`config.mk`:
```
export PLATFORM = sky130hd
export DESIGN_NAME = align_shift_stage
export DESIGN_NICKNAME = d
export VERILOG_FILES = /design/src/rtl/align_shift_stage_pkg.sv /design/src/rtl/align_shift_stage_rshift_sticky.sv /design/src/rtl/align_shift_stage.sv
export SDC_FILE = /design/constraint.sdc
export NUM_CORES = 1
export LEC_CHECK = 0
export ABC_AREA = 0
export BUFFER_PORTS_ARGS = -buffer_cell sky130_fd_sc_hd__buf_2
export CAP_MARGIN = 10
export CORE_MARGIN = 10
export CORE_UTILIZATION = 54
export CTS_BUF_LIST = sky130_fd_sc_hd__clkbuf_8
export DETAILED_ROUTE_END_ITERATION = 12
export GPL_TIMING_DRIVEN = 0
export PLACE_DENSITY = 0.94
export SETUP_SLACK_MARGIN = 0.1
export SYNTH_ARGS = -nofsm -noshare
export SYNTH_HDL_FRONTEND = slang
export SYNTH_SLANG_ARGS = --single-unit
export TNS_END_PERCENT = 20
```
`constraint.sdc`:
```
create_clock -name clk -period 4.85 [get_ports clk]
set_clock_uncertainty 0.1 [all_clocks]
set_input_delay 0.7275 -clock clk [delete_from_list [all_inputs] [get_ports clk]]
set_output_delay 0.7275 -clock clk [all_outputs]
set_load 0.02 [all_outputs]
```
`src/rtl/align_shift_stage_pkg.sv`:
```
// Shared widths, the aligned-operand bundle and the shift-amount helper
// for the floating-point add/sub alignment stage.
package align_shift_stage_pkg;

  localparam int EXP_W     = 8;
  localparam int FRAC_W    = 23;
  localparam int MANT_W    = 24;
  localparam int GRS_W     = 3;
  localparam int ALIGN_W   = 27;
  localparam int SHIFT_SAT = 27;
  localparam int AMT_W     = 9;

  typedef struct packed {
    logic [EXP_W-1:0]   e_big;
    logic [MANT_W-1:0]  m_big;
    logic [ALIGN_W-1:0] m_small;
    logic               s_big;
    logic               s_small;
    logic               swap;
  } align_t;

  // carry=0 with difference=0 means the true distance is 256
  function automatic logic [AMT_W-1:0] shift_amount(
    input logic             carry,
    input logic [EXP_W-1:0] difference
  );
    logic [EXP_W-1:0] neg;
    neg = ~difference + 8'd1;
    if (carry)
      return {1'b0, difference};
    else if (difference == '0)
      return 9'd256;
    else
      return {1'b0, neg};
  endfunction

endpackage

```
`src/rtl/align_shift_stage_rshift_sticky.sv`:
```
// Saturating right shift of the aligned mantissa; every bit shifted out
// is folded into the sticky bit at position 0.
module rshift_sticky
  import align_shift_stage_pkg::*;
(
  input  logic [ALIGN_W-1:0] data,
  input  logic [AMT_W-1:0]   amount,
  output logic [ALIGN_W-1:0] result
);

  localparam logic [AMT_W-1:0] SAT = AMT_W'(SHIFT_SAT);

  logic [ALIGN_W-1:0] lost_mask;
  logic [ALIGN_W-1:0] shifted;
  logic               sticky;

  always_comb begin
    lost_mask = '0;
    shifted   = '0;
    sticky    = 1'b0;
    result    = '0;
    if (amount >= SAT) begin
      result = {{(ALIGN_W-1){1'b0}}, |data};
    end else begin
      lost_mask = ~({ALIGN_W{1'b1}} << amount[4:0]);
      shifted   = data >> amount[4:0];
      sticky    = |(data & lost_mask);
      result    = {shifted[ALIGN_W-1:1], shifted[0] | sticky};
    end
  end

endmodule

```
`src/rtl/align_shift_stage.sv`:
```
// Operand swap and mantissa alignment for FP add, held in one
// valid/ready pipeline slot.
module align_shift_stage
  import align_shift_stage_pkg::*;
(
  input  logic              clk,
  input  logic              rst_n,
  input  logic              in_valid,
  output logic              in_ready,
  input  logic              carry,
  input  logic [EXP_W-1:0]  difference,
  input  logic [EXP_W-1:0]  Ex,
  input  logic [EXP_W-1:0]  Ey,
  input  logic              zero_Ex,
  input  logic              zero_Ey,
  input  logic [FRAC_W-1:0] Mx,
  input  logic [FRAC_W-1:0] My,
  input  logic              Sx,
  input  logic              Sy,
  output logic              out_valid,
  input  logic              out_ready,
  output logic [EXP_W-1:0]  E_big,
  output logic [MANT_W-1:0] M_big,
  output logic [ALIGN_W-1:0] M_small,
  output logic              S_big,
  output logic              S_small,
  output logic              swap
);

  logic [EXP_W-1:0]   ex_eff;
  logic [EXP_W-1:0]   ey_eff;
  logic [MANT_W-1:0]  mant_x;
  logic [MANT_W-1:0]  mant_y;
  logic [MANT_W-1:0]  mant_small;
  logic [AMT_W-1:0]   amount;
  logic [ALIGN_W-1:0] aligned;
  align_t             nxt;
  align_t             q;
  logic               valid_q;
  logic               take;

  assign ex_eff = zero_Ex ? 8'd1 : Ex;
  assign ey_eff = zero_Ey ? 8'd1 : Ey;
  assign mant_x = {~zero_Ex, Mx};
  assign mant_y = {~zero_Ey, My};

  assign amount     = shift_amount(carry, difference);
  assign mant_small = carry ? mant_y : mant_x;

  rshift_sticky u_rshift (
    .data   ({mant_small, {GRS_W{1'b0}}}),
    .amount (amount),
    .result (aligned)
  );

  always_comb begin
    nxt         = '0;
    nxt.swap    = ~carry;
    nxt.e_big   = carry ? ex_eff : ey_eff;
    nxt.m_big   = carry ? mant_x : mant_y;
    nxt.s_big   = carry ? Sx : Sy;
    nxt.s_small = carry ? Sy : Sx;
    nxt.m_small = aligned;
  end

  assign in_ready = ~valid_q | out_ready;
  assign take     = in_valid & in_ready;

  // reset wins over any transfer on the same edge
  always_ff @(posedge clk) begin
    if (!rst_n) begin
      valid_q <= 1'b0;
      q       <= '0;
    end else if (take) begin
      valid_q <= 1'b1;
      q       <= nxt;
    end else if (out_ready) begin
      valid_q <= 1'b0;
    end
  end

  assign out_valid = valid_q;
  assign E_big     = q.e_big;
  assign M_big     = q.m_big;
  assign M_small   = q.m_small;
  assign S_big     = q.s_big;
  assign S_small   = q.s_small;
  assign swap      = q.swap;

endmodule

```
# After elaboration in Yosys (flattened, before gate mapping)
# Index checks and enable logic that the tools add are counted.
# op_classes
mux	12
bitwise	10
shifts	2
n_reduce_logical	4
magnitude_cmp	1
addsub	1
# ops
op	n
2-to-1 mux 24 bit	2
AND 27 bit	1
2-to-1 mux 27 bit	1
inverter 27 bit	1
OR reduction 27 bit	1
<< shifter 27 x 5 -> 27 bit (first input constant)	1
>> shifter 27 x 5 -> 27 bit	1
2-to-1 mux 8 bit	3
OR reduction 24 bit	1
2-to-1 mux 9 bit	2
greater-or-equal comparator 9 x 5 -> 1 bit (second input constant)	1
adder 8 x 1 -> 8 bit (second input constant)	1
logical NOT 8 bit	1
inverter 8 bit	1
2-to-1 mux 1 bit	4
inverter 1 bit	4
OR 1 bit	2
nonzero test 2 bit	1
AND 1 bit	1
# totals
register_bits	63
wordCells	37

# Longest topological paths before layout
# Gate-level depths: netlist (run 1).
# logic_depth
ltp_word	10
mapped_depth	14
ltp_nobuf	9

# Modules after synthesis
# A second synthesis (run 1) with hierarchy kept.
# unflattened
cells_unflattened	598
hier_area_um2	5032.3
# by_module_without_submodules
module	area_per_inst_um2	cells_per_inst	instances
align_shift_stage	3140.5	352	1
rshift_sticky	1891.8	246	1

# Least setup slack after synthesis (run 1)
# No wires, ideal clock.
# synth_path
kind	input-to-reg
startpoint	input difference[0]
endpoint	register q (netlist bit M_small[7])
slack_ps	602
path_stages	13
arrival_time_ps	4091
cell_sequence	buf_6 > inv_1 > buf_2 > clkbuf_1 > ha_1 > or3b_2 > a221oi_1 > a211oi_1 > a211o_1 > or3_1 > buf_6 > o22ai_1 > a21o_1
# synth_via
elab_chain_cells	6
# synth_rtl
item	line_no	text
start: declaration	align_shift_stage.sv:11	input logic [EXP_W-1:0] difference,
inverter 8 bit	align_shift_stage_pkg.sv:28	neg = ~difference + 8'd1;
adder 8 x 1 -> 8 bit	align_shift_stage_pkg.sv:28	
2-to-1 mux 9 bit	align_shift_stage_pkg.sv:31	else if (difference == '0)
2-to-1 mux 9 bit (*)	align_shift_stage_pkg.sv:29	if (carry)
greater-or-equal comparator 9 x 5 -> 1 bit or >> shifter 27 x 5 -> 27 bit (tied branches)	align_shift_stage_rshift_sticky.sv:22, align_shift_stage_rshift_sticky.sv:26	
2-to-1 mux 27 bit (*)	align_shift_stage_rshift_sticky.sv:22	if (amount >= SAT) begin
end signal: assignment	align_shift_stage.sv:76	q <= nxt;
end: declaration	align_shift_stage.sv:38	align_t q;
# Every way passes the cells marked *; elsewhere a longest branch is shown, timed or not.
# A chain may end at the register's enable or synchronous reset.

# Worst setup path after layout (run 1)
# layout_path
startpoint	input difference[0]
endpoint	register q (netlist bit M_small[8])
# The elaborated chain is that of the path after synthesis.

==> metrics.md, run 1 <==
| Metric | Value |
|---|---|
| Hold Path Class | `reg2reg` |
| Syn avg cell area | `8.45 um2` |
| Fraction of layout cells with a size suffix above 1 | `0.309` |
| Leading area contributor after synthesis | `dfxtp_1` |
| Critical path class | `in2reg` |
| Max Cap Viol | `0` |
| Crit path max-delay cell type | `clkbuf_1` |
| Worst Tran Pin Value | `0.842 ns` |
| Leakage | `2.74 nW` |
| CP arrival | `4.74 ns` |
| Starting Density | `0.562` |
| WP data required | `4.98 ns` |
| Die Y | `113 um` |
| Run status | `complete, no violations` |
| Syn Nets | `632` |
| Num rows | `33` |
| CP bufs+invs | `6` |
| Final hold vios | `0` |
| Pins Over Slew Limit | `0` |
| Filler cells | `702` |
| Detailed placement HPWL | `13,500 um` |
| PwrDens | `274 nW/um2` |
| Die area | `12,800 um2` |
| Max_slew headroom | `0.437` |
| Crit Path Max Fanout | `10` |
| Crit. End Element | `register` |
| CTS Buf Count | `9` |
| TritonCTS clock tree | `done` |
| Top cell type's share of synthesized area | `0.270` |
| Synthesized instance count | `552` |
| Core footprint | `8300 um2` |
| GP Congestion | `0.981` |
| Vias in the first global route | `5,385` |
| Total number of vias | `5,380` |
| Synthesized flop and latch total | `63` |
| Clock Tree Buf Depth | `2` |
| First-pass GRT wire length | `27,700 um` |
| Clock root cell | `clkbuf_8` |
| Hold buffer count at CTS | `0` |
| ANT cells | `0` |
| Drt drc | `0` |
| Gr ovfl total | `0` |
| Number of port buffers | `140` |
| Vias per Instance | `6.62` |
| Clk slew on worst S/H paths | `0.08 ns` |
| H-Tree Depth | `3` |
| Reg2reg setup slack | `2.47 ns` |
| Type of origin of the critical path | `primary input` |
| Antenna violation net count after detailed routing | `0` |
| Top_reg_cell synth | `dfxtp_1` |
| Pwr Total | `0.00156 W` |
| Ys async rst share | `0` |
| Fmax achieved | `217 MHz` |
| Worst-Skew Late Latency | `0.35 ns` |
| Minimum clock period | `4.61 ns` |
| Peak supply drop | `0.145 mV` |
| TNS Setup | `0 ns` |
| EDFF count, synth | `0` |
| Seq/Total Area, Yosys | `0.270` |
| Synth top area cells | `dfxtp_1, mux2i_1, mux4_2, mux2_2, o211a_1` |
| DR pass1 iterations | `6` |
| Synthesized area | `4660 um2` |
| Slowest stage delay, CP | `0.51 ns` |
| Nets | `783` |
| Clock sink total | `63` |
| Die Span X | `113 um` |
| Ordered list of cells on the worst path | `buf_6, inv_1, buf_2, clkbuf_2, ha_1, mux2i_2, clkbuf_1, clkbuf_1, mux2i_1, mux2i_1, nand2_1, a21oi_1, a41oi_1, o21ai_0` |
| RSZ-0062 raised after global routing | `true` |
| Post-Route WL | `17,600 um` |
| Unique masters post-synth | `55` |
| Ports | `143` |
| DR iter-0 viols | `620` |
| Largest net degree at the start of global routing | `13` |
| Tcrit/Tclk final | `0.950` |
| Overall Global Routing Usage | `0.263` |
| Initial antenna violation count | `0` |
| Routed wire length per instance | `21.7 um` |
| Post-CTS setup buffers | `0` |
| Area growth from synthesis to layout | `22.3%` |
| Final setup vio count | `0` |
| Yosys Warn Count | `0` |
| Top delay family on crit path | `buffers and inverters` |
-- Yosys cell counts (3+ instances only) --
master     n
buf_1      6
nor3b_1    9
clkbuf_1  34
a211o_1    6
nor3_1    13
buf_2      7
and2_1    17
or3_1      4
nand3_1    5
o21a_1     3
nor2_1    47
o211a_1   26
o21ai_0   24
a21boi_0   4
dfxtp_1   63
nand2b_1   3
mux2i_1   47
a21o_1     6
nor2b_1    6
o22ai_1    6
nor4_1     5
nor4b_1    3
inv_1      4
o211ai_1   5
a21oi_1   34
a211oi_1   8
a221oi_1   9
o31a_1     3
mux4_2    16
mux2_2    27
nand2_1   69
-- path summary, 6_finish.rpt --
path                      to          start  depth (start not counted)
setup / recovery  M_small[8]  difference[0]                         14
hold / removal    M_small[7]     M_small[7]                          1
setup reg to reg  M_small[6]      out_valid                          9
hold reg to reg   M_small[7]     M_small[7]                          1
-- cell type report --
type                       count  area [um2]  share of cell area
multi-input combinational    436        3190               0.559
sequential                    63        1260               0.221
timing repair buffer         140         701               0.123
buffer                        49         209              0.0366
tap                          105         131              0.0230
clock buffer                   9         124              0.0217
clock inverter                 7        72.6              0.0127
inverter                       4        15.0             0.00263
-- metal layers --
metal	GRT usage	up-vias	wire length, um
li1	-	2367	-
met5	0	-	0
met3	0.0666	71	1800
met4	0.130	0	805
met1	0.313	2562	6800
met2	0.431	380	8210
-- placed cells by master, fill, tap and decap left out, types with 6 or more instances in the layout --
cell type and count:
buf_2 147, nand2_1 69, dfxtp_1 63, nor2_1 47, mux2i_1 46, a21oi_1 34
clkbuf_1 33, mux2_2 27, o211a_1 26, o21ai_0 24, and2_1 17, mux4_2 16
nor3_1 13, nor3b_1 9, clkbuf_8 9, a211oi_1 8, a221oi_1 8, buf_1 6
a211o_1 6, nor2b_1 6, o22ai_1 6, a21o_1 6
-- metrics by stage --
stage,hold WS [ns],cells,worst slack [ns],utilization,area (um2)
3_3_place_gp,0.332,797,-0.129,0.662,5500
5_1_grt,0.369,813,0.0534,0.687,5700
6_report,0.352,813,0.241,0.687,5700
4_1_cts,0.352,813,0.176,0.686,5700
2_1_floorplan,0.438,552,0.602,-,4660
3_5_place_dp,0.334,797,-0.267,0.662,5500
-- sequential cells by signal (all words and copies together), names as in the netlist --
signal	flops
E_big	8
S_big	1
swap	1
M_small	27
M_big	24
S_small	1
out_valid	1
-- cell families (layout without fill, tap and decap cells) --
group | count (synthesis) | in the layout | synth area share
AOI/OAI and AO/OA | 153 | 153 | 0.237
adders and majority gates | 2 | 2 | 0.00483
buffers and inverters | 53 | 209 | 0.0478
DFF | 63 | 63 | 0.270
muxes | 90 | 90 | 0.243
and+or+nand+nor | 191 | 191 | 0.197
-- what timing repair did --
item | CTS | global route
gates cloned | 0 | 0
resized for setup | 1 | 3
pin swaps | 0 | 0
endpoints found under the hold margin | 0 | 0
setup endpoints to repair | 1 | 15
-- power breakdown --
| group | internal [W] | leakage, nW | switching, W |
|---|---|---|---|
| Sequential | 0.000544 | 0.517 | 0.0000138 |
| Combinational | 0.000200 | 2.13 | 0.000326 |
| Clock | 0.000238 | 0.0956 | 0.000238 |
No activity file was read; power rests on OpenSTA's default activity.
==> run 2, diff against run 1 <==
--- a/config.mk
+++ b/config.mk
@@ -9,13 +9,14 @@
 export BUFFER_PORTS_ARGS = -buffer_cell sky130_fd_sc_hd__buf_2
 export CAP_MARGIN = 10
 export CORE_MARGIN = 10
-export CORE_UTILIZATION = 54
+export CORE_UTILIZATION = 55
 export CTS_BUF_LIST = sky130_fd_sc_hd__clkbuf_8
 export DETAILED_ROUTE_END_ITERATION = 12
 export GPL_TIMING_DRIVEN = 0
-export PLACE_DENSITY = 0.94
+export PLACE_DENSITY = 0.95
 export SETUP_SLACK_MARGIN = 0.1
 export SYNTH_ARGS = -nofsm -noshare
 export SYNTH_HDL_FRONTEND = slang
+export SYNTH_HIERARCHICAL = 1
 export SYNTH_SLANG_ARGS = --single-unit
 export TNS_END_PERCENT = 20
==> run 2 against run 1 <==
Cell count up 7.9%. Wire length up 7.1%. Fmax up 26%. Synthesized area up 7.9%. Power up 4.3%. First-iteration DRC count up 29%. Design area up 7.3%. Register-to-register slack better by 0.72 ns. Synthesized cell count up 8.3%. Critical endpoint is now M_small[0]. Largest power group is now combinational logic.
==> metrics.md, run 2 <==
| Metric | Value |
|---|---|
| TNS Setup | `0 ns` |
| Synthesized area | `5030 um2` |
| Fraction of layout cells with a size suffix above 1 | `0.298` |
| Seq/Total Area, Yosys | `0.251` |
| Hold Path Class | `reg2reg` |
| Routed wire length per instance | `21.5 um` |
| Die Y | `116 um` |
| Commonest cells in the netlist | `a21oi_1, dfxtp_1, mux2i_1, a211oi_1, nand2_1` |
| Vias per Instance | `6.61` |
| CTS Buf Count | `9` |
| Peak supply drop | `0.155 mV` |
| Die Span X | `116 um` |
| Number of port buffers | `141` |
| Hold buffer count at CTS | `0` |
| Total number of vias | `5,798` |
| Die area | `13,400 um2` |
| Post-CTS Resized | `0` |
| Starting Density | `0.571` |
| Crit. End Element | `register` |
| Fmax achieved | `272 MHz` |
| Critical path class | `in2reg` |
| Max Cap Viol | `0` |
| Area growth from synthesis to layout | `21.6%` |
| Clk slew on worst S/H paths | `0.07 ns` |
| Post-Route WL | `18,900 um` |
| Pins Over Slew Limit | `0` |
| Final Non-Filler Cells | `877` |
| Ys async rst share | `0` |
| Post-CTS setup buffers | `0` |
| Type of origin of the critical path | `primary input` |
| Pwr Total | `0.00163 W` |
| Commonest non-fill, non-tap cells in the layout | `buf_2, a21oi_1, dfxtp_1` |
| Final setup vio count | `0` |
| Top cell type's share of synthesized area | `0.251` |
| EDFF count, synth | `0` |
| Synth top area cells | `dfxtp_1, mux2i_1, mux4_2, a21oi_1, a211oi_1` |
| Commonest non-fill, non-tap cell in the layout | `buf_2` |
| Clock Tree Buf Depth | `2` |
| Placed cell count | `860` |
| Gr ovfl total | `0` |
| Overall Global Routing Usage | `0.272` |
| Tcrit/Tclk final | `0.757` |
| Top_reg_cell synth | `dfxtp_1` |
| Hold Slack | `0.379 ns` |
| Most common cell in the netlist | `a21oi_1` |
| Clock sink total | `63` |
| Pre-CTS setup slack | `0.901 ns` |
| Synthesized instance count | `598` |
| First-pass GRT wire length | `29,100 um` |
| Antenna violation net count after detailed routing | `0` |
| Leading area contributor after synthesis | `dfxtp_1` |
| Drt drc | `0` |
| Detailed placement HPWL | `14,500 um` |
| Core footprint | `8810 um2` |
| DR iter-0 viols | `802` |
| Ports | `143` |
| Initial antenna violation count | `1` |
| RSZ-0062 raised after global routing | `false` |
| H-Tree Depth | `3` |
| Nets | `843` |
| Vias in the first global route | `5,680` |
| DR pass1 iterations | `7` |
| Unique masters post-synth | `62` |
| GP Congestion | `0.999` |
| Crit Path Max Fanout | `10` |
| Synthesized flop and latch total | `63` |
| Worst-Skew Late Latency | `0.35 ns` |
| CP arrival | `3.80 ns` |
| PwrDens | `266 nW/um2` |
| Final hold vios | `0` |
| TritonCTS clock tree | `done` |
| Setup ws final | `1.18 ns` |
| Largest net degree at the start of global routing | `13` |
| Number of flip-flops in the largest register | `27` |
| Leakage | `2.61 nW` |
| Yosys Warn Count | `6` |
| Worst Tran Pin Value | `0.680 ns` |
| Clock root cell | `clkbuf_8` |
| Max_slew headroom | `0.533` |
| Syn avg cell area | `8.42 um2` |
| Num rows | `34` |
| Minimum clock period | `3.67 ns` |
| WP data required | `4.97 ns` |
| Run status | `complete, no violations` |
run 2: cell count changes after synthesis, moves of 17 or more:
cell	before	now
a21oi_1	34	80
nand2_1	69	32
a211oi_1	8	41
o21ai_1	0	27
nand3_1	5	30
o211a_1	26	1
mux2_1	0	21
buf_2	7	25
nor2_1	47	30
run 2: cell families after synthesis:
family,share of synthesized area
AOI/OAI and AO/OA,0.269
xor gates and xnor gates,0.00522
adders and majority gates,0.00249
buffers and inverters,0.0719
DFF,0.251
muxes,0.262
other,0.000745
and+or+nand+nor,0.138
run 2: path summary, 6_finish.rpt:
path                                 start    endpoint  slack [ns]  depth (start not counted)
worst max-delay path                 carry  M_small[0]        1.18                         11
worst min-delay path            M_small[1]  M_small[1]        0.38                          2
worst max register to register   out_valid   M_big[10]        3.19                          4
worst min register to register  M_small[1]  M_small[1]        0.38                          2
run 2: final cells by class:
| class | instances | area [um2] |
|---|---|---|
| timing repair buffer | 141 | 706 |
| tap | 108 | 135 |
| multi-input combinational | 475 | 3460 |
| fill | 691 | 2690 |
| clock buffer | 9 | 124 |
| sequential | 63 | 1260 |
| clock inverter | 7 | 72.6 |
| buffer | 63 | 324 |
| antenna | 1 | 2.50 |
| inverter | 10 | 37.5 |
run 2: per-layer routing:
| layer | vias up | part of all wire | global-route usage |
|---|---|---|---|
| met5 | - | 0 | 0 |
| met4 | 0 | 0.040 | 0.133 |
| met3 | 79 | 0.12 | 0.0713 |
| met2 | 415 | 0.48 | 0.466 |
| met1 | 2702 | 0.36 | 0.309 |
| li1 | 2602 | - | - |
run 2: power by group:
part / total (W) / internal (W) / switching, W
clock: 0.000475 / 0.000238 / 0.000237
sequential: 0.000559 / 0.000545 / 0.0000141
combinational: 0.000594 / 0.000231 / 0.000363
total: 0.00163 / 0.00101 / 0.000614
run 2: per-stage QoR:
| step | utilization | instance area (um2) |
|---|---|---|
| 2_1_floorplan | - | 5080 |
| 3_3_place_gp | 0.672 | 5920 |
| 3_5_place_dp | 0.672 | 5920 |
| 4_1_cts | 0.695 | 6120 |
| 5_1_grt | 0.695 | 6120 |
| 6_report | 0.695 | 6120 |
run 2: worst max-delay path, cell delays in order:
cell and delay [ns]:
buf_2 0.13, buf_4 0.21, buf_2 0.29, mux2_1 0.49, mux4_2 0.50, mux2i_1 0.28
o22ai_1 0.17, o41a_1 0.44, o41a_1 0.38, nand3_1 0.11, a21oi_1 0.07
==> run 3, diff against run 2 <==
--- a/config.mk
+++ b/config.mk
@@ -5,15 +5,15 @@
 export SDC_FILE = /design/constraint.sdc
 export NUM_CORES = 1
 export LEC_CHECK = 0
-export ABC_AREA = 0
+export ABC_AREA = 1
 export BUFFER_PORTS_ARGS = -buffer_cell sky130_fd_sc_hd__buf_2
 export CAP_MARGIN = 10
 export CORE_MARGIN = 10
-export CORE_UTILIZATION = 55
+export CORE_UTILIZATION = 50
 export CTS_BUF_LIST = sky130_fd_sc_hd__clkbuf_8
 export DETAILED_ROUTE_END_ITERATION = 12
 export GPL_TIMING_DRIVEN = 0
-export PLACE_DENSITY = 0.95
+export PLACE_DENSITY = 0.91
 export SETUP_SLACK_MARGIN = 0.1
 export SYNTH_ARGS = -nofsm -noshare
 export SYNTH_HDL_FRONTEND = slang
==> constraint.sdc (replaced) <==
create_clock -name clk -period 3.15 [get_ports clk]
set_clock_uncertainty 0.1 [all_clocks]
set_input_delay 0.4725 -clock clk [delete_from_list [all_inputs] [get_ports clk]]
set_output_delay 0.4725 -clock clk [all_outputs]
set_load 0.02 [all_outputs]
==> run 3 against run 2 <==
Core utilization decreased by 6.4 points. Sequential share of layout area fell by 0.34 points. Sequential power is 56% higher. First-iteration DRC count down 15%. Clock power increased by 52%. Power up 57%. Non-clock buffer count fell by 10. Design area up 1.7%. Count of clock-buffer cells in the layout increased by 1. Synthesized area rose by 1.6%. Highest routed layer unchanged.
==> metrics.md, run 3 <==
| Metric | Value |
|---|---|
| Placed cell count | `1,144` |
| Filler cells | `941` |
| Post-DP Area | `6020 um2` |
| Max_slew headroom | `0.351` |
| Synthesized area | `5110 um2` |
| Crit path max-delay cell type | `o21ai_0` |
| Peak supply drop | `0.361 mV` |
| Antenna violation net count after detailed routing | `0` |
| CP bufs+invs | `4` |
| CP arrival | `3.09 ns` |
| Routed wire length per instance | `15.8 um` |
| Reg2Reg Launch Point | `out_valid` |
| Tcrit/Tclk final | `0.921` |
| Drt drc | `0` |
| Top cell type's share of synthesized area | `0.247` |
| Top_reg_cell synth | `dfxtp_1` |
| Worst path depth | `13` |
| Hold buffer count at CTS | `0` |
| R2R depth | `4` |
| WP data required | `3.34 ns` |
| Gr ovfl total | `0` |
| Initial antenna violation count | `0` |
| Leakage | `3.14 nW` |
| ANT cells | `0` |
| RSZ-0062 raised after global routing | `true` |
| Post-Route Utilization | `0.631` |
| Reg2reg setup slack | `1.71 ns` |
| Post-route cell area | `6220 um2` |
| Fraction of layout cells with a size suffix above 1 | `0.259` |
| Overall Global Routing Usage | `0.243` |
| Final hold vios | `0` |
| Commonest cells in the netlist | `nand2_1, nor2_1, o21ai_0, dfxtp_1, a21oi_1` |
| Core footprint | `9860 um2` |
| Ports | `143` |
| Die area | `14,700 um2` |
| TNS Setup | `0 ns` |
| Setup crit end | `M_small[6]` |
| Number of port buffers | `142` |
| Final setup vio count | `0` |
| TritonCTS clock tree | `done` |
| Area growth from synthesis to layout | `21.7%` |
| Clock sink total | `63` |
| Synthesized flop and latch total | `63` |
| Die Y | `121 um` |
| R2r endpoint | `M_big[4]` |
| Minimum clock period | `2.90 ns` |
| Footprint of the multi-input gates | `3250 um2` |
| Worst-Skew Late Latency | `0.35 ns` |
| Vias per Instance | `5.44` |
| Number of flip-flops in the largest register | `27` |
| Type of origin of the critical path | `primary input` |
| Crit Path Max Fanout | `10` |
| Fmax achieved | `345 MHz` |
| Seq/Total Area, Yosys | `0.247` |
| Hold Path Class | `in2reg` |
| Ordered list of cells on the worst path | `buf_2, inv_1, buf_2, clkbuf_1, o21ai_0, nand2_1, nand3_2, o21ai_2, o21ai_0, nand2_1, a211oi_2, o21ai_0, nor2_1` |
| Ys async rst share | `0` |
| Unique masters post-synth | `42` |
| Pwr Total | `0.00255 W` |
| Worst Tran Pin Value | `0.963 ns` |
| Num rows | `36` |
| Vias in the first global route | `6,070` |
| First-pass GRT wire length | `29,400 um` |
| Clock root cell | `clkbuf_8` |
| Post-Route WL | `18,400 um` |
| Nets | `1,102` |
| GP Congestion | `1.09` |
| Commonest non-fill, non-tap cell in the layout | `nand2_1` |
| Syn avg cell area | `5.94 um2` |
| Run status | `complete, no violations` |
| Crit. End Element | `register` |
| Clock Tree Buf Depth | `2` |
| DR iter-0 viols | `683` |
| Commonest non-fill, non-tap cells in the layout | `nand2_1, buf_2, nor2_1` |
| CTS Buf Count | `9` |
| Top delay family on crit path | `compound AO/OA/AOI/OAI gates` |
| Clk slew on worst S/H paths | `0.07 ns` |
| Pins Over Slew Limit | `0` |
| Die Span X | `121 um` |
| Starting Density | `0.518` |
| Crit-path most repeated cell | `o21ai_0` |
| Synthesized instance count | `860` |
| Synth top area cells | `dfxtp_1, nand2_1, o21ai_0, nor2_1, a21oi_1` |
| Total number of vias | `6,308` |
| Slowest stage delay, CP | `0.82 ns` |
| Detailed placement HPWL | `14,600 um` |
| PwrDens | `410 nW/um2` |
| EDFF count, synth | `0` |
| Setup crit start | `carry` |
| Max Cap Viol | `0` |
| DR pass1 iterations | `6` |
| Most common cell in the netlist | `nand2_1` |
| Yosys Warn Count | `6` |
| Critical path class | `in2reg` |
| Leading area contributor after synthesis | `dfxtp_1` |
| Storage element area | `1260 um2` |
| H-Tree Depth | `3` |
| Final Non-Filler Cells | `1,160` |
| Largest net degree at the start of global routing | `12` |
==> run 3: cell families (layout without fill, tap and decap cells) <==
logic type / count (synthesis) / count (layout) / synth area share
AOI/OAI and AO/OA: 212 / 212 / 0.235
xor gates and xnor gates: 2 / 2 / 0.00343
adders and majority gates: 1 / 1 / 0.00245
buffers and inverters: 121 / 279 / 0.124
DFF: 63 / 63 / 0.247
muxes: 1 / 1 / 0.00196
other: 1 / 10 / 0.000734
and+or+nand+nor: 459 / 459 / 0.386
==> run 3: metrics by stage <==
step | setup slack (ns) | hold WS (ns)
floorplan | 0.618 | 0.441
global placement | 0.0926 | 0.350
finish | 0.250 | 0.263
detailed placement | 0.00993 | 0.354
CTS | 0.377 | 0.256
global route | 0.0763 | 0.268
==> run 3: power breakdown <==
part	leakage (nW)	total, W	internal, W	switching, W
registers	0.519	0.000874	0.000849	0.0000249
clock network	0.0957	0.000721	0.000382	0.000339
logic	2.53	0.000955	0.000318	0.000637
total	3.14	0.00255	0.00155	0.00100
==> run 3: what timing repair did <==
action / CTS / global route
gates resized for setup: 0 / 1
endpoints found under the setup margin: 0 / 2
setup buffers: 0 / 0
==> run 3: worst min-delay path by stage <==
stage / startpoint / to / slack, ns / depth (start not counted)
floorplan: M_big[5] / M_big[5] / 0.44 / 2
global placement: M_big[9] / M_big[9] / 0.35 / 2
detailed placement: M_big[6] / M_big[6] / 0.35 / 2
CTS: Ey[7] / E_big[7] / 0.26 / 3
global route: Ey[3] / E_big[3] / 0.27 / 3
finish: Ey[7] / E_big[7] / 0.26 / 3
==> run 3: cell type report <==
| class | instances | area share |
|---|---|---|
| Timing Repair Buffer | 142 | 0.114 |
| Clock inverter | 6 | 0.00985 |
| Multi-Input combinational cell | 685 | 0.523 |
| Sequential cell | 63 | 0.203 |
| Buffer | 52 | 0.0599 |
| Clock buffer | 10 | 0.0221 |
| Tap cell | 133 | 0.0267 |
| Inverter | 69 | 0.0416 |
==> run 3: per-layer routing <==
layer | up-vias | global-route usage | routed length (um)
met5 | - | 0 | 0
met4 | 0 | 0.121 | 787
met2 | 385 | 0.386 | 8180
met1 | 2751 | 0.280 | 7020
met3 | 61 | 0.0935 | 2380
li1 | 3111 | - | -
==> run 3: worst min-delay path: cells and delay by family <==
family / cells / cell delay, ns
compound gates: 1 / 0.05
buf+inv: 1 / 0.09
simple gates: 1 / 0.05
